$ cat src/rtl/serial_adder_seq_pkg.sv
// Shared types and helpers for the bit-serial adder/subtractor: FSM state
// encoding, operation select constants and the bit-counter width function.
package serial_adder_seq_pkg;

    typedef enum logic [1:0] {
        IDLE  = 2'd0,
        SHIFT = 2'd1,
        DONE  = 2'd2
    } state_t;

    localparam logic OP_ADD = 1'b0;
    localparam logic OP_SUB = 1'b1;

    // ceil(log2(w)), never less than 1 so the counter always has a bit
    function automatic int cnt_width(input int w);
        int r;
        r = 1;
        for (int i = 1; i < 31; i++) begin
            if ((1 << i) < w) r = i + 1;
        end
        return r;
    endfunction

endpackage

$ cat src/rtl/serial_full_adder.sv
// Combinational 1-bit full adder cell used once by the serial datapath.
module serial_full_adder (
    input  logic a,
    input  logic b,
    input  logic cin,
    output logic s,
    output logic cout
);

    assign s    = a ^ b ^ cin;
    assign cout = (a & b) | (a & cin) | (b & cin);

endmodule

$ cat src/rtl/serial_adder_seq.sv
// Bit-serial adder/subtractor, LSB first through one full-adder cell, with a
// start/done handshake. Define SERIAL_ADDER_SEQ_OVF_EN to add the ovf output.
module serial_adder_seq
    import serial_adder_seq_pkg::*;
#(
    parameter int WIDTH = 8
) (
    input  logic             clk,
    input  logic             reset,
    input  logic             start,
    input  logic [WIDTH-1:0] data_a,
    input  logic [WIDTH-1:0] data_b,
    input  logic             sub,
    input  logic             cin,
    output logic             busy,
    output logic             done,
    output logic [WIDTH-1:0] out,
    output logic             cout
`ifdef SERIAL_ADDER_SEQ_OVF_EN
    ,
    output logic             ovf
`endif
);

    localparam int CW = cnt_width(WIDTH);

    state_t           state;
    state_t           next_state;
    logic [WIDTH-1:0] a_sr;
    logic [WIDTH-1:0] b_sr;
    logic [WIDTH-1:0] res_sr;
    logic             carry;
    logic [CW-1:0]    cnt;
    logic             fa_s;
    logic             fa_c;
    logic             last_bit;
    logic             load;
    logic             shift_en;
    logic             finish;

    serial_full_adder u_fa (
        .a    (a_sr[0]),
        .b    (b_sr[0]),
        .cin  (carry),
        .s    (fa_s),
        .cout (fa_c)
    );

    assign last_bit = (cnt == CW'(WIDTH - 1));

    always_ff @(posedge clk) begin
        if (reset) state <= IDLE;
        else       state <= next_state;
    end

    always_comb begin
        next_state = state;
        case (state)
            IDLE:    if (start) next_state = SHIFT;
            SHIFT:   if (last_bit) next_state = DONE;
            DONE:    next_state = IDLE;
            default: next_state = IDLE;
        endcase
    end

    always_comb begin
        load     = (state == IDLE) && start;
        shift_en = (state == SHIFT);
        finish   = (state == DONE);
    end

    // Outputs are registered one cycle behind the state, so busy and done
    // trail SHIFT/DONE by a clock and out/cout change only with done.
    always_ff @(posedge clk) begin
        if (reset) begin
            a_sr   <= '0;
            b_sr   <= '0;
            res_sr <= '0;
            carry  <= 1'b0;
            cnt    <= '0;
            busy   <= 1'b0;
            done   <= 1'b0;
            out    <= '0;
            cout   <= 1'b0;
        end else begin
            busy <= (state != IDLE);
            done <= finish;
            if (load) begin
                a_sr  <= data_a;
                b_sr  <= (sub == OP_SUB) ? ~data_b : data_b;
                carry <= (sub == OP_SUB) ? 1'b1 : cin;
                cnt   <= '0;
            end
            if (shift_en) begin
                a_sr   <= a_sr >> 1;
                b_sr   <= b_sr >> 1;
                res_sr <= {fa_s, res_sr[WIDTH-1:1]};
                carry  <= fa_c;
                cnt    <= cnt + 1'b1;
            end
            if (finish) begin
                out  <= res_sr;
                cout <= carry;
            end
        end
    end

`ifdef SERIAL_ADDER_SEQ_OVF_EN
    // Carry entering the MSB cell; XOR with the final carry gives signed overflow
    logic msb_cin;

    always_ff @(posedge clk) begin
        if (reset) begin
            msb_cin <= 1'b0;
            ovf     <= 1'b0;
        end else begin
            if (shift_en && last_bit) msb_cin <= carry;
            if (finish) ovf <= msb_cin ^ carry;
        end
    end
`endif

endmodule

$ cat config.mk
export PLATFORM = sky130hd
export DESIGN_NAME = serial_adder_seq
export DESIGN_NICKNAME = d
export VERILOG_FILES = /design/src/rtl/serial_adder_seq_pkg.sv /design/src/rtl/serial_full_adder.sv /design/src/rtl/serial_adder_seq.sv
export SDC_FILE = /design/constraint.sdc
export NUM_CORES = 1
export LEC_CHECK = 0
export BUFFER_PORTS_ARGS = -buffer_cell sky130_fd_sc_hd__buf_2
export CAP_MARGIN = 0
export CORE_UTILIZATION = 50
export CTS_CLUSTER_SIZE = 16
export DETAILED_ROUTE_END_ITERATION = 10
export PLACE_DENSITY = 0.84
export REMOVE_ABC_BUFFERS = 1
export SLEW_MARGIN = 20
export SYNTH_ARGS = -nofsm -noshare
export SYNTH_HDL_FRONTEND = slang
export SYNTH_SLANG_ARGS = --single-unit
$ cat constraint.sdc
create_clock -name clk -period 3.07 [get_ports clk]
set_clock_uncertainty 0.15 [all_clocks]
set_input_delay 0.1535 -clock clk [delete_from_list [all_inputs] [get_ports clk]]
set_output_delay 0.1535 -clock clk [all_outputs]
set_load 0.1 [all_outputs]
# [Word-level counts from Yosys, hierarchy flattened]
# Index checks and enable logic that the tools add are counted.
[word_totals] regBits=41 inputBits=21 output_inout_bits=11 elab_cells=45
[op_classes] addsub=1 n_eq_ne=5 muxes=13 n_bitwise=8 reduce_logical=6
[op_table] op="7-bit 2-to-1 mux" n=4
[op_table] op="8-bit 2-to-1 mux" n=1
[op_table] op="8-bit NOT" n=1
[op_table] op="3-bit 2-to-1 mux" n=2
[op_table] op="2-bit 2-to-1 mux" n=2
[op_table] op="2-bit != test (second input constant)" n=2
[op_table] op="2-bit one-hot mux with 2 select lines" n=1
[op_table] op="2-bit nonzero test" n=2
[op_table] op="3-bit by 1-bit adder with 3-bit output (second input constant)" n=1
[op_table] op="1-bit AND" n=3
[op_table] op="3-bit equality test (second input constant)" n=1
[op_table] op="1-bit 2-to-1 mux" n=3
[op_table] op="2-bit by 1-bit equality test with 1-bit output (second input constant)" n=1
[op_table] op="2-bit equality test (second input constant)" n=1
[op_table] op="2-bit zero test" n=1
[op_table] op="1-bit bitwise OR" n=2
[op_table] op="2-bit AND reduction" n=1
[op_table] op="2-bit OR reduction" n=1
[op_table] op="1-bit bitwise XOR" n=2
[op_table] op="1-bit logical AND" n=1

# [Depth between registers and ports, before layout]
# Gate-level depths: netlist of run 1.
[logic_depth] word_depth=4 depth_mapped=6 ltp_nobuf=4

# [Cells and area by module]
# A second synthesis of run 1 with hierarchy kept.
[hier_totals] hier_cells=180 hier_area_um2=1670.4
[modules_own_cells] mod="serial_adder_seq" n_inst=1 cells_each=179 area_each_um2=1650.3 seq_area_each_um2=820.8
[modules_own_cells] mod="serial_full_adder" n_inst=1 cells_each=1 area_each_um2=20.0 seq_area_each_um2=0.0

# [Worst setup path after synthesis of run 1]
# OpenSTA, ideal clock, no wires.
[synth_path] path_kind="register to register" from="register state[0]" to="register b_sr[6]" setup_time_ns=0.074 t_arrival_ns=1.176 t_required_ns=2.846 setup_slack_ns=1.670 path_stages_with_launch=6 path_buffers=2 period_less_slack_ns=1.400 cell_sequence="dfxtp_1 > buf_6 > or2_1 > or3_1 > buf_6 > o22ai_2"
[synth_via] elab_chain_cells=3 word_cells_on_any_way=5 classes_between="eq/ne (1); mux (1); reduce/logical (3)"
[synth_lines] element="start: declaration" line="serial_adder_seq.sv:27" rtl="state_t state;"
[synth_lines] element="start signal: assignment" line="serial_adder_seq.sv:53" rtl="else state <= next_state;"
[synth_lines] element="2-bit zero test" line="serial_adder_seq.sv:67" rtl="load = (state == IDLE) && start;"
[synth_lines] element="1-bit logical AND" line="serial_adder_seq.sv:67"
[synth_lines] element="2-bit nonzero test (no source line)"
[synth_lines] element="end signal: assignment" line="serial_adder_seq.sv:90" rtl="b_sr <= (sub == OP_SUB) ? ~data_b : data_b;"
[synth_lines] element="end signal: assignment" line="serial_adder_seq.sv:96" rtl="b_sr <= b_sr >> 1;"
[synth_lines] element="end: declaration" line="serial_adder_seq.sv:30" rtl="logic [WIDTH-1:0] b_sr;"
# Several ways; a longest one is shown, not always the timed one.
# A chain may end at the register's enable or synchronous reset.

# [Worst setup path in the final report of run 1]
[layout_path] from="register state[0]" to="register b_sr[1]"
# The elaborated chain is that of the path after synthesis.

==> impl_metrics.env, run 1 <==
export IMPL_ant_nets=0
export IMPL_comb_power_share=0.130
export IMPL_period_needed_ns=2.14
export IMPL_synth_edff_count=0
export IMPL_antenna_found_initial=0
export IMPL_cts_tree="done"
export IMPL_drtIter0Drc=73
export IMPL_ys_flop_type="dfxtp_1"
export IMPL_switching_share=0.266
export IMPL_hold_path_class="input pin to flop"
export IMPL_placed_cell_area_um2=1860
export IMPL_layout_setup_ws_ns=0.933
export IMPL_gp_congestion=0.692
export IMPL_cp_end_kind="flop"
export IMPL_antenna_cells=0
export IMPL_synthCells=188
export IMPL_grt_pass1_wl_mm=5.53
export IMPL_vias_per_cell=5.14
export IMPL_cts_root_buffer="clkbuf_4"
export IMPL_setup_viol_count_final=0
export IMPL_die_w_um=60.7
export IMPL_status="completed"
export IMPL_drv_slew=0
export IMPL_syn_to_final_growth_pct=19.5
export IMPL_crit_type="flop to flop"
export IMPL_synth_distinct_cells=29
export IMPL_ys_async_sr_fraction=0
export IMPL_power_frac_seq=0.599
export IMPL_yosysWarnings=0
export IMPL_synth_top_cell_by_area="dfxtp_1"
export IMPL_post_dp_hpwl_mm=1.97
export IMPL_slew_headroom=0.520
export IMPL_port_buffers=31
export IMPL_drt_wl_total_mm=3.27
export IMPL_hold_ws_ns=0.0718
export IMPL_p_int_uw=704
export IMPL_place_ws_ns=0.989
export IMPL_netlist_top_cells_area="dfxtp_1, nand2_1, a21oi_1, o22ai_2, a22oi_1"
export IMPL_synth_most_common_cell="dfxtp_1"
export IMPL_irDropWorstVdd_mv=0.274
export IMPL_p_switching_uw=255
export IMPL_dr_pass1_iters=4
export IMPL_grt_total_usage=0.208
export IMPL_design_area_um2=2060
export IMPL_synth_seq_area_share=0.476
export IMPL_cts_resized=0
export IMPL_p_per_area_nw_per_um2=466
export IMPL_arrival_ns=2.27
export IMPL_nets=250
export IMPL_layoutNonFillerInstCount=271
export IMPL_grt_setup_unrepaired="false"
export IMPL_hold_viol=0
export IMPL_synth_common_cells="dfxtp_1, nand2_1, a21oi_1"
export IMPL_crit_required_ns=3.20
export IMPL_first_global_vias=1313
export IMPL_clk_latency_ns=0.35
export IMPL_h_tree_depth=2
export IMPL_row_count=20
export IMPL_cp_max_fo=19
export IMPL_core_area_um2=3150
export IMPL_netlist_area_um2=1720
export IMPL_worst_slew_pin_slew_ns=0.718
export IMPL_via_count=1392
export IMPL_clock_sinks=41
export IMPL_cts_buffers=5
export IMPL_dp_cells=248
export IMPL_startpoint_type="flop"
export IMPL_start_util=0.546
export IMPL_clk_pin_slew_ns=0.11
export IMPL_die_area_um2=3680
export IMPL_drc=0
export IMPL_cap_violations=0
export IMPL_syn_area_per_cell_um2=9.16
export IMPL_grt_overflow=0
export IMPL_wire_per_inst_um=12.0
export IMPL_drive_above_1_share=0.211
export IMPL_pwr_share_clk=0.271
export IMPL_grt_max_degree=43
export IMPL_max_freq_mhz=468
export IMPL_die_h_um=60.7
export IMPL_clockBufferDepth=2
export IMPL_io_pins=32
export IMPL_p_leak_uw=0.000808
export IMPL_synth_top_area_frac=0.476
export IMPL_totalNegativeSetupSlack_ns=0
export IMPL_period_share=0.696
export IMPL_ys_seq_elements=41
state kept, by name, summed over array words and instances (netlist names):
| register | cells |
|---|---|
| cnt | 3 |
| b_sr | 8 |
| busy | 1 |
| carry | 1 |
| out | 8 |
| a_sr | 8 |
| res_sr | 8 |
| done | 1 |
| state | 2 |
| cout | 1 |
per-stage QoR:
stage / power (µW) / utilization
after floorplan: 651 / -
after global placement: 690 / 0.589
after detailed placement: 693 / 0.589
after CTS: 963 / 0.653
after global routing: 1000 / 0.653
final: 958 / 0.653
critical path, stage by stage, from the launching register on:
cell and delay, ns:
dfxtp_1 0.80, nor2b_1 0.54, buf_4 0.27, a22oi_1 0.11, o22ai_2 0.19
cells in the final DEF, fill, tap and decap left out, types with 2 or more instances in the layout:
cell / netlist / routed
a21oi_1: 18 / 18
mux2i_1: 7 / 7
clkinv_2: 0 / 2
dfxtp_1: 41 / 41
buf_2: 7 / 31
dlygate4sd3_1: 0 / 15
buf_4: 1 / 2
nand2b_1: 3 / 3
nand2_1: 37 / 37
a211oi_1: 9 / 9
nor2b_1: 3 / 3
a22oi_1: 10 / 10
o22ai_2: 7 / 7
clkbuf_4: 0 / 5
xnor2_1: 7 / 7
nor2_1: 14 / 14
ha_1: 2 / 2
area by class of cell:
type	instances	area, µm²
Fill cell	273	1090
Sequential cell	41	821
Multi-Input combinational cell	129	807
Timing Repair Buffer	48	320
Tap cell	44	55.1
Clock buffer	6	41.3
Clock inverter	2	10.0
Inverter	1	3.75
kinds of logic (layout without fill, tap and decap cells):
| group | after synthesis | count (layout) | share of synthesized area |
|---|---|---|---|
| DFF | 41 | 41 | 0.476 |
| muxes | 7 | 7 | 0.0407 |
| adders and majority gates | 3 | 3 | 0.0261 |
| AOI/OAI and AO/OA | 49 | 49 | 0.208 |
| xor gates and xnor gates | 8 | 8 | 0.0407 |
| buffers and inverters | 18 | 57 | 0.0552 |
| and+or+nand+nor | 62 | 62 | 0.153 |
layer usage:
layer,wire length (µm),up-vias,share of wire,global-route usage
li1,-,722,-,-
met1,1450,623,0.44,0.238
met2,1590,41,0.49,0.353
met3,196,6,0.060,0.0618
met4,30,0,0.0092,0.101
met5,0,-,0,0
worst paths after layout:
path                            cells after the start  startpoint  slack, ns       to
worst max-delay path                                4    state[0]       0.93  b_sr[1]
worst min-delay path                                3   data_a[4]       0.07  a_sr[4]
worst max register to register                      4    state[0]       0.93  b_sr[1]
worst min register to register                      2      out[6]       0.31   out[6]
what timing repair did:
item	4_1_cts	5_1_grt
hold endpoints to repair	15	0
endpoints found under the setup margin	0	0
buffers inserted	0	0
hold buffers	15	0
power by group through the flow:
| stage | combinational (µW) | sequential (µW) | clock, µW |
|---|---|---|---|
| floorplan | 64.8 | 586 | 0 |
| global placement | 105 | 585 | 0 |
| detailed placement | 108 | 586 | 0 |
| CTS | 123 | 574 | 266 |
| global route | 137 | 578 | 286 |
| finish | 125 | 574 | 260 |
(Power assumes the default switching activity.)
==> run 2: changes to the inputs <==
ABC_AREA = 1   (was unset)
clock period = 2.02 ns   (was 3.07 ns; I/O delays follow)
==> run 2 against run 1 <==
  * Final cell count rose by 30%
  * Combinational power rose by 82%
  * Worst setup slack got worse by 0.43 ns
  * Clock-buffer cell count fell by 1
  * Clock power rose to 2.6 times the previous value
  * Power rose by 86%
  * Register-to-register slack got worse by 0.39 ns
  * Design area rose by 7.6%
  * Flip-flop and latch count did not move
  * Largest power group unchanged
  * Global-route usage rose by 0.071 points
  * Synthesized cell count rose by 38%
  * First-iteration DRC count rose by 34%
==> impl_metrics.env, run 2 <==
export IMPL_post_cts_buffers=0
export IMPL_status="completed"
export IMPL_crit_required_ns=2.17
export IMPL_cts_resized=0
export IMPL_slowest_stage="dlygate4sd3_1"
export IMPL_clk_pin_slew_ns=0.12
export IMPL_drtIter0Drc=98
export IMPL_first_global_vias=1444
export IMPL_cts_hold_fix_buffers=16
export IMPL_row_count=21
export IMPL_ys_async_sr_fraction=0
export IMPL_vias_per_cell=4.67
export IMPL_via_count=1648
export IMPL_synthCells=259
export IMPL_final_cell_mix="nand2_1, nor2_1, dfxtp_1"
export IMPL_port_buffers=31
export IMPL_synth_most_common_cell="nand2_1"
export IMPL_gp_congestion=0.787
export IMPL_critPathMostFrequentCell="inv_1"
export IMPL_drt_wl_total_mm=3.52
export IMPL_startpoint_type="input pin"
export IMPL_synth_common_cells="nand2_1, nor2_1, dfxtp_1"
export IMPL_drc=0
export IMPL_cts_tree="done"
export IMPL_synth_top_area_frac=0.463
export IMPL_ys_flop_type="dfxtp_1"
export IMPL_die_area_um2=3790
export IMPL_hold_viol=0
export IMPL_crit_type="input pin to flop"
export IMPL_p_per_area_nw_per_um2=805
export IMPL_clk_latency_ns=0.35
export IMPL_final_util=0.658
export IMPL_synth_compound_area_share=0.106
export IMPL_ys_seq_elements=41
export IMPL_h_tree_depth=2
export IMPL_start_util=0.528
export IMPL_clockBufferDepth=2
export IMPL_dr_pass1_iters=4
export IMPL_netlist_top_cells_area="dfxtp_1, nand2_1, nor2_1, o21ai_0, inv_1"
export IMPL_nets=330
export IMPL_synth_distinct_cells=22
export IMPL_core_area_um2=3360
export IMPL_worst_slew_pin_slew_ns=0.620
export IMPL_antenna_cells=0
export IMPL_cp_end_kind="flop"
export IMPL_grt_total_usage=0.208
export IMPL_grt_setup_unrepaired="false"
export IMPL_synth_simple_area_share=0.312
export IMPL_netlist_area_um2=1770
export IMPL_fillers=333
export IMPL_irDropWorstVdd_mv=0.502
export IMPL_ant_nets=0
export IMPL_grt_max_degree=28
export IMPL_final_common_cell="nand2_1"
export IMPL_p_leak_uw=0.00116
export IMPL_die_w_um=61.6
export IMPL_synthMuxAreaShare=0
export IMPL_drv_slew=0
export IMPL_synth_top_cell_by_area="dfxtp_1"
export IMPL_syn_area_per_cell_um2=6.85
export IMPL_die_h_um=61.6
export IMPL_syn_to_final_growth_pct=24.8
export IMPL_clock_sinks=41
export IMPL_synth_seq_area_share=0.463
export IMPL_synth_fa_ha_area_frac=0.0254
export IMPL_hold_path_class="input pin to flop"
export IMPL_period_share=0.749
export IMPL_slew_headroom=0.586
export IMPL_cap_violations=0
export IMPL_yosysWarnings=0
export IMPL_antenna_found_initial=0
export IMPL_cp_buffers_inverters=5
export IMPL_setup_viol_count_final=0
export IMPL_synth_top_family_by_area="simple AND/OR/NAND/NOR gates"
export IMPL_max_freq_mhz=661
export IMPL_path_cells="dlygate4sd3_1, buf_2, inv_1, buf_4, nand2_1, inv_1"
export IMPL_critPathTopFamily="buffers and inverters"
export IMPL_period_needed_ns=1.51
export IMPL_cts_buffers=5
export IMPL_cp_max_fo=27
export IMPL_grt_pass1_wl_mm=5.81
export IMPL_grt_overflow=0
export IMPL_cts_root_buffer="clkbuf_4"
export IMPL_arrival_ns=1.66
export IMPL_drive_above_1_share=0.156
export IMPL_io_pins=32
export IMPL_wire_per_inst_um=9.97
export IMPL_totalNegativeSetupSlack_ns=0
export IMPL_yosys_area_share_xor_xnor=0.00494
export IMPL_synth_edff_count=0
export IMPL_slowest_delay_ns=0.53
export IMPL_post_dp_hpwl_mm=2.24
[run 2: cell types whose count changed in the layout (fill, tap and decap cells not counted), moves of 7 or more]
cell,delta
inv_1,+20
nand3_1,+7
o22ai_2,-7
nand2_1,+39
a22oi_1,-10
o21ai_0,+26
a21oi_1,-12
nor2_1,+42
mux2i_1,-7
a211oi_1,-9
xnor2_1,-7
[run 2: metal layers]
metal | vias up | global-route usage | share of wire
met2 | 39 | 0.352 | 0.45
met5 | - | 0 | 0
met4 | 0 | 0.0762 | 0.011
met1 | 711 | 0.250 | 0.50
li1 | 892 | - | -
met3 | 6 | 0.0630 | 0.037
[run 2: stage by stage]
stage | std cells | setup WS [ns] | hold WS (ns) | power [µW] | area, µm²
6_report | 353 | 0.507 | 0.00637 | 1780 | 2210
5_1_grt | 353 | 0.339 | 0.0324 | 1870 | 2210
4_1_cts | 353 | 0.525 | 0.00613 | 1790 | 2210
3_5_place_dp | 329 | 0.551 | 0.241 | 1110 | 1950
3_3_place_gp | 329 | 0.615 | 0.229 | 1100 | 1950
2_1_floorplan | 249 | 0.554 | 0.0201 | 1040 | 1710
[run 2: power by group]
part / switching, µW / internal (µW)
registers: 30.4 / 856
logic: 134 / 94.9
clock network: 280 / 390
[run 2: layout make-up]
cell class | instances | area (µm²) | share of cell area
clock inverters | 3 | 68.8 | 0.0311
well taps | 46 | 57.6 | 0.0260
repair buffers | 50 | 338 | 0.153
flip-flops and latches | 41 | 821 | 0.371
multi-input cells | 183 | 796 | 0.359
clock buffers | 5 | 37.5 | 0.0169
inverters | 25 | 96.3 | 0.0435
[run 2: path summary, 6_finish.rpt]
check	slack [ns]	from	to	depth (start not counted)
hold reg to reg	0.33	cnt[1]	cnt[1]	2
hold / removal	0.006	data_b[6]	b_sr[6]	7
setup / recovery	0.51	reset	b_sr[3]	6
setup reg to reg	0.54	state[0]	a_sr[1]	4
[run 2: worst min-delay path: stages]
cell and delay, ns:
buf_2 0.09, nand2_1 0.05, nand2_1 0.05, nand2_1 0.05, nand3_1 0.06, nand2_1 0.05
inv_1 0.04
[run 2: cell families after synthesis]
| kind of cell | count (synthesis) |
|---|---|
| AOI/OAI and AO/OA | 37 |
| DFF | 41 |
| and+or+nand+nor | 142 |
| xor gates and xnor gates | 1 |
| adders and majority gates | 3 |
| buffers and inverters | 35 |
==> run 3: changes to the inputs <==
ABC_AREA = 0   (was 1)
CORE_UTILIZATION = 49   (was 50)
PLACE_DENSITY = 0.86   (was 0.84)
clock period = 1.3 ns   (was 2.02 ns; I/O delays follow)
==> run 3 against run 2 <==
  * The flow now finishes with violations (negative hold slack, negative setup slack)
  * Highest routed layer unchanged
  * Clock power is 8.7% lower
  * Clock-buffer cell count is 1 higher
  * Critical path depth is 3 lower
  * Via count is 8.5% lower
  * First-iteration DRC count is 32% lower
  * Die area is 0.89% lower
  * Global-route usage is 1.1 points higher
  * Combinational power is 75% higher
  * Critical path type is now flop to flop
  * Register-to-register slack worse by 0.63 ns
==> impl_metrics.env, run 3 (synthesis results as in run 1) <==
export IMPL_syn_to_final_growth_pct=40.5
export IMPL_crit_required_ns=1.42
export IMPL_slowest_stage="or3_4"
export IMPL_wire_per_inst_um=12.9
export IMPL_setup_viol_count_final=25
export IMPL_io_pins=32
export IMPL_clockBufferDepth=2
export IMPL_worst_slew_pin_slew_ns=0.469
export IMPL_startpoint_type="flop"
export IMPL_design_area_um2=2420
export IMPL_hold_viol=1
export IMPL_clk_pin_slew_ns=0.13
export IMPL_slew_headroom=0.687
export IMPL_die_area_um2=3760
export IMPL_row_count=21
export IMPL_path_cells="or2_1, or3_4, o22ai_2"
export IMPL_total_power_uw=2360
export IMPL_layoutNonFillerInstCount=296
export IMPL_period_share=1.07
export IMPL_via_count=1508
export IMPL_drive_above_1_share=0.372
export IMPL_period_needed_ns=1.39
export IMPL_cp_max_fo=7
export IMPL_slowest_delay_ns=0.40
export IMPL_final_common_cell="nand2_1"
export IMPL_grt_setup_unrepaired="true"
export IMPL_place_ws_ns=-0.255
export IMPL_max_freq_mhz=721
export IMPL_drt_wl_total_mm=3.83
export IMPL_critPathTopFamily="simple AND/OR/NAND/NOR gates"
export IMPL_vias_per_cell=5.09
export IMPL_antenna_cells=0
export IMPL_first_global_vias=1417
export IMPL_arrival_ns=1.51
export IMPL_post_dp_hpwl_mm=2.22
export IMPL_nets=273
export IMPL_layout_setup_ws_ns=-0.0864
export IMPL_die_h_um=61.3
export IMPL_clock_sinks=41
export IMPL_drtIter0Drc=67
export IMPL_core_area_um2=3360
export IMPL_ant_nets=0
export IMPL_p_per_area_nw_per_um2=975
export IMPL_cp_buffers_inverters=0
export IMPL_start_util=0.512
export IMPL_h_tree_depth=2
export IMPL_cp_end_kind="flop"
export IMPL_placed_cell_area_um2=2010
export IMPL_drv_slew=0
export IMPL_dr_pass1_iters=4
export IMPL_p_leak_uw=0.000951
export IMPL_die_w_um=61.3
export IMPL_irDropWorstVdd_mv=0.514
export IMPL_drc=0
export IMPL_cap_violations=0
export IMPL_port_buffers=31
export IMPL_gp_congestion=0.782
export IMPL_crit_type="flop to flop"
export IMPL_grt_overflow=0
export IMPL_grt_pass1_wl_mm=6.04
export IMPL_cts_buffers=5
export IMPL_failed_checks="negative hold slack, negative setup slack"
export IMPL_grt_total_usage=0.219
export IMPL_antenna_found_initial=0
export IMPL_final_cell_mix="nand2_1, dfxtp_1, buf_4"
export IMPL_status="finished, violations left"
export IMPL_cts_root_buffer="clkbuf_4"
export IMPL_hold_path_class="input pin to flop"
export IMPL_dp_cells=267
export IMPL_hold_ws_ns=-0.0156
export IMPL_cts_tree="done"
export IMPL_clk_latency_ns=0.34
export IMPL_grt_max_degree=42
## run 3: layout make-up
type / count / area, µm²
tap: 46 / 57.6
clock inverter: 2 / 10.0
multi-input combinational: 129 / 911
inverter: 1 / 3.75
fill: 258 / 942
timing repair buffer: 71 / 566
sequential: 41 / 832
clock buffer: 6 / 41.3
## run 3: repair_timing
action,CTS,global route
endpoints found under the setup margin,45,38
hold buffers,17,0
cloned,1,0
pin swaps,9,6
resized for setup,36,9
buffers inserted,1,2
endpoints found under the hold margin,17,0
## run 3: worst register-to-register path: stages, from the launching register on
cell and delay [ns]:
dfxtp_4 0.39, or2_1 0.24, or3_4 0.40, o22ai_2 0.13
## run 3: metal layers
| layer | routed length (µm) | vias up | track usage |
|---|---|---|---|
| li1 | - | 775 | - |
| met1 | 1620 | 697 | 0.253 |
| met2 | 2070 | 32 | 0.401 |
| met3 | 120 | 4 | 0.0420 |
| met4 | 19 | 0 | 0.0779 |
| met5 | 0 | - | 0 |
## run 3: power breakdown
part	total, µW	switching [µW]	leakage, µW	internal, µW
combinational	399	188	0.000582	211
sequential	1350	42.7	0.000337	1310
clock	611	404	0.0000320	207
total	2360	635	0.000951	1730
## run 3: path summary, 6_finish.rpt
kind	startpoint	end	slack [ns]	depth (start not counted)
max	state[0]	b_sr[0]	-0.09	3
max reg2reg	state[0]	b_sr[0]	-0.09	3
min reg2reg	out[3]	out[3]	0.31	2
min	cin	carry	-0.02	4
## run 3: through the flow
step / TNS [ns] / utilization
finish: -1.06 / 0.720
global route: -2.36 / 0.720
CTS: -0.601 / 0.706
detailed placement: -3.56 / 0.599
global placement: -2.69 / 0.599
floorplan: -13.74 / -
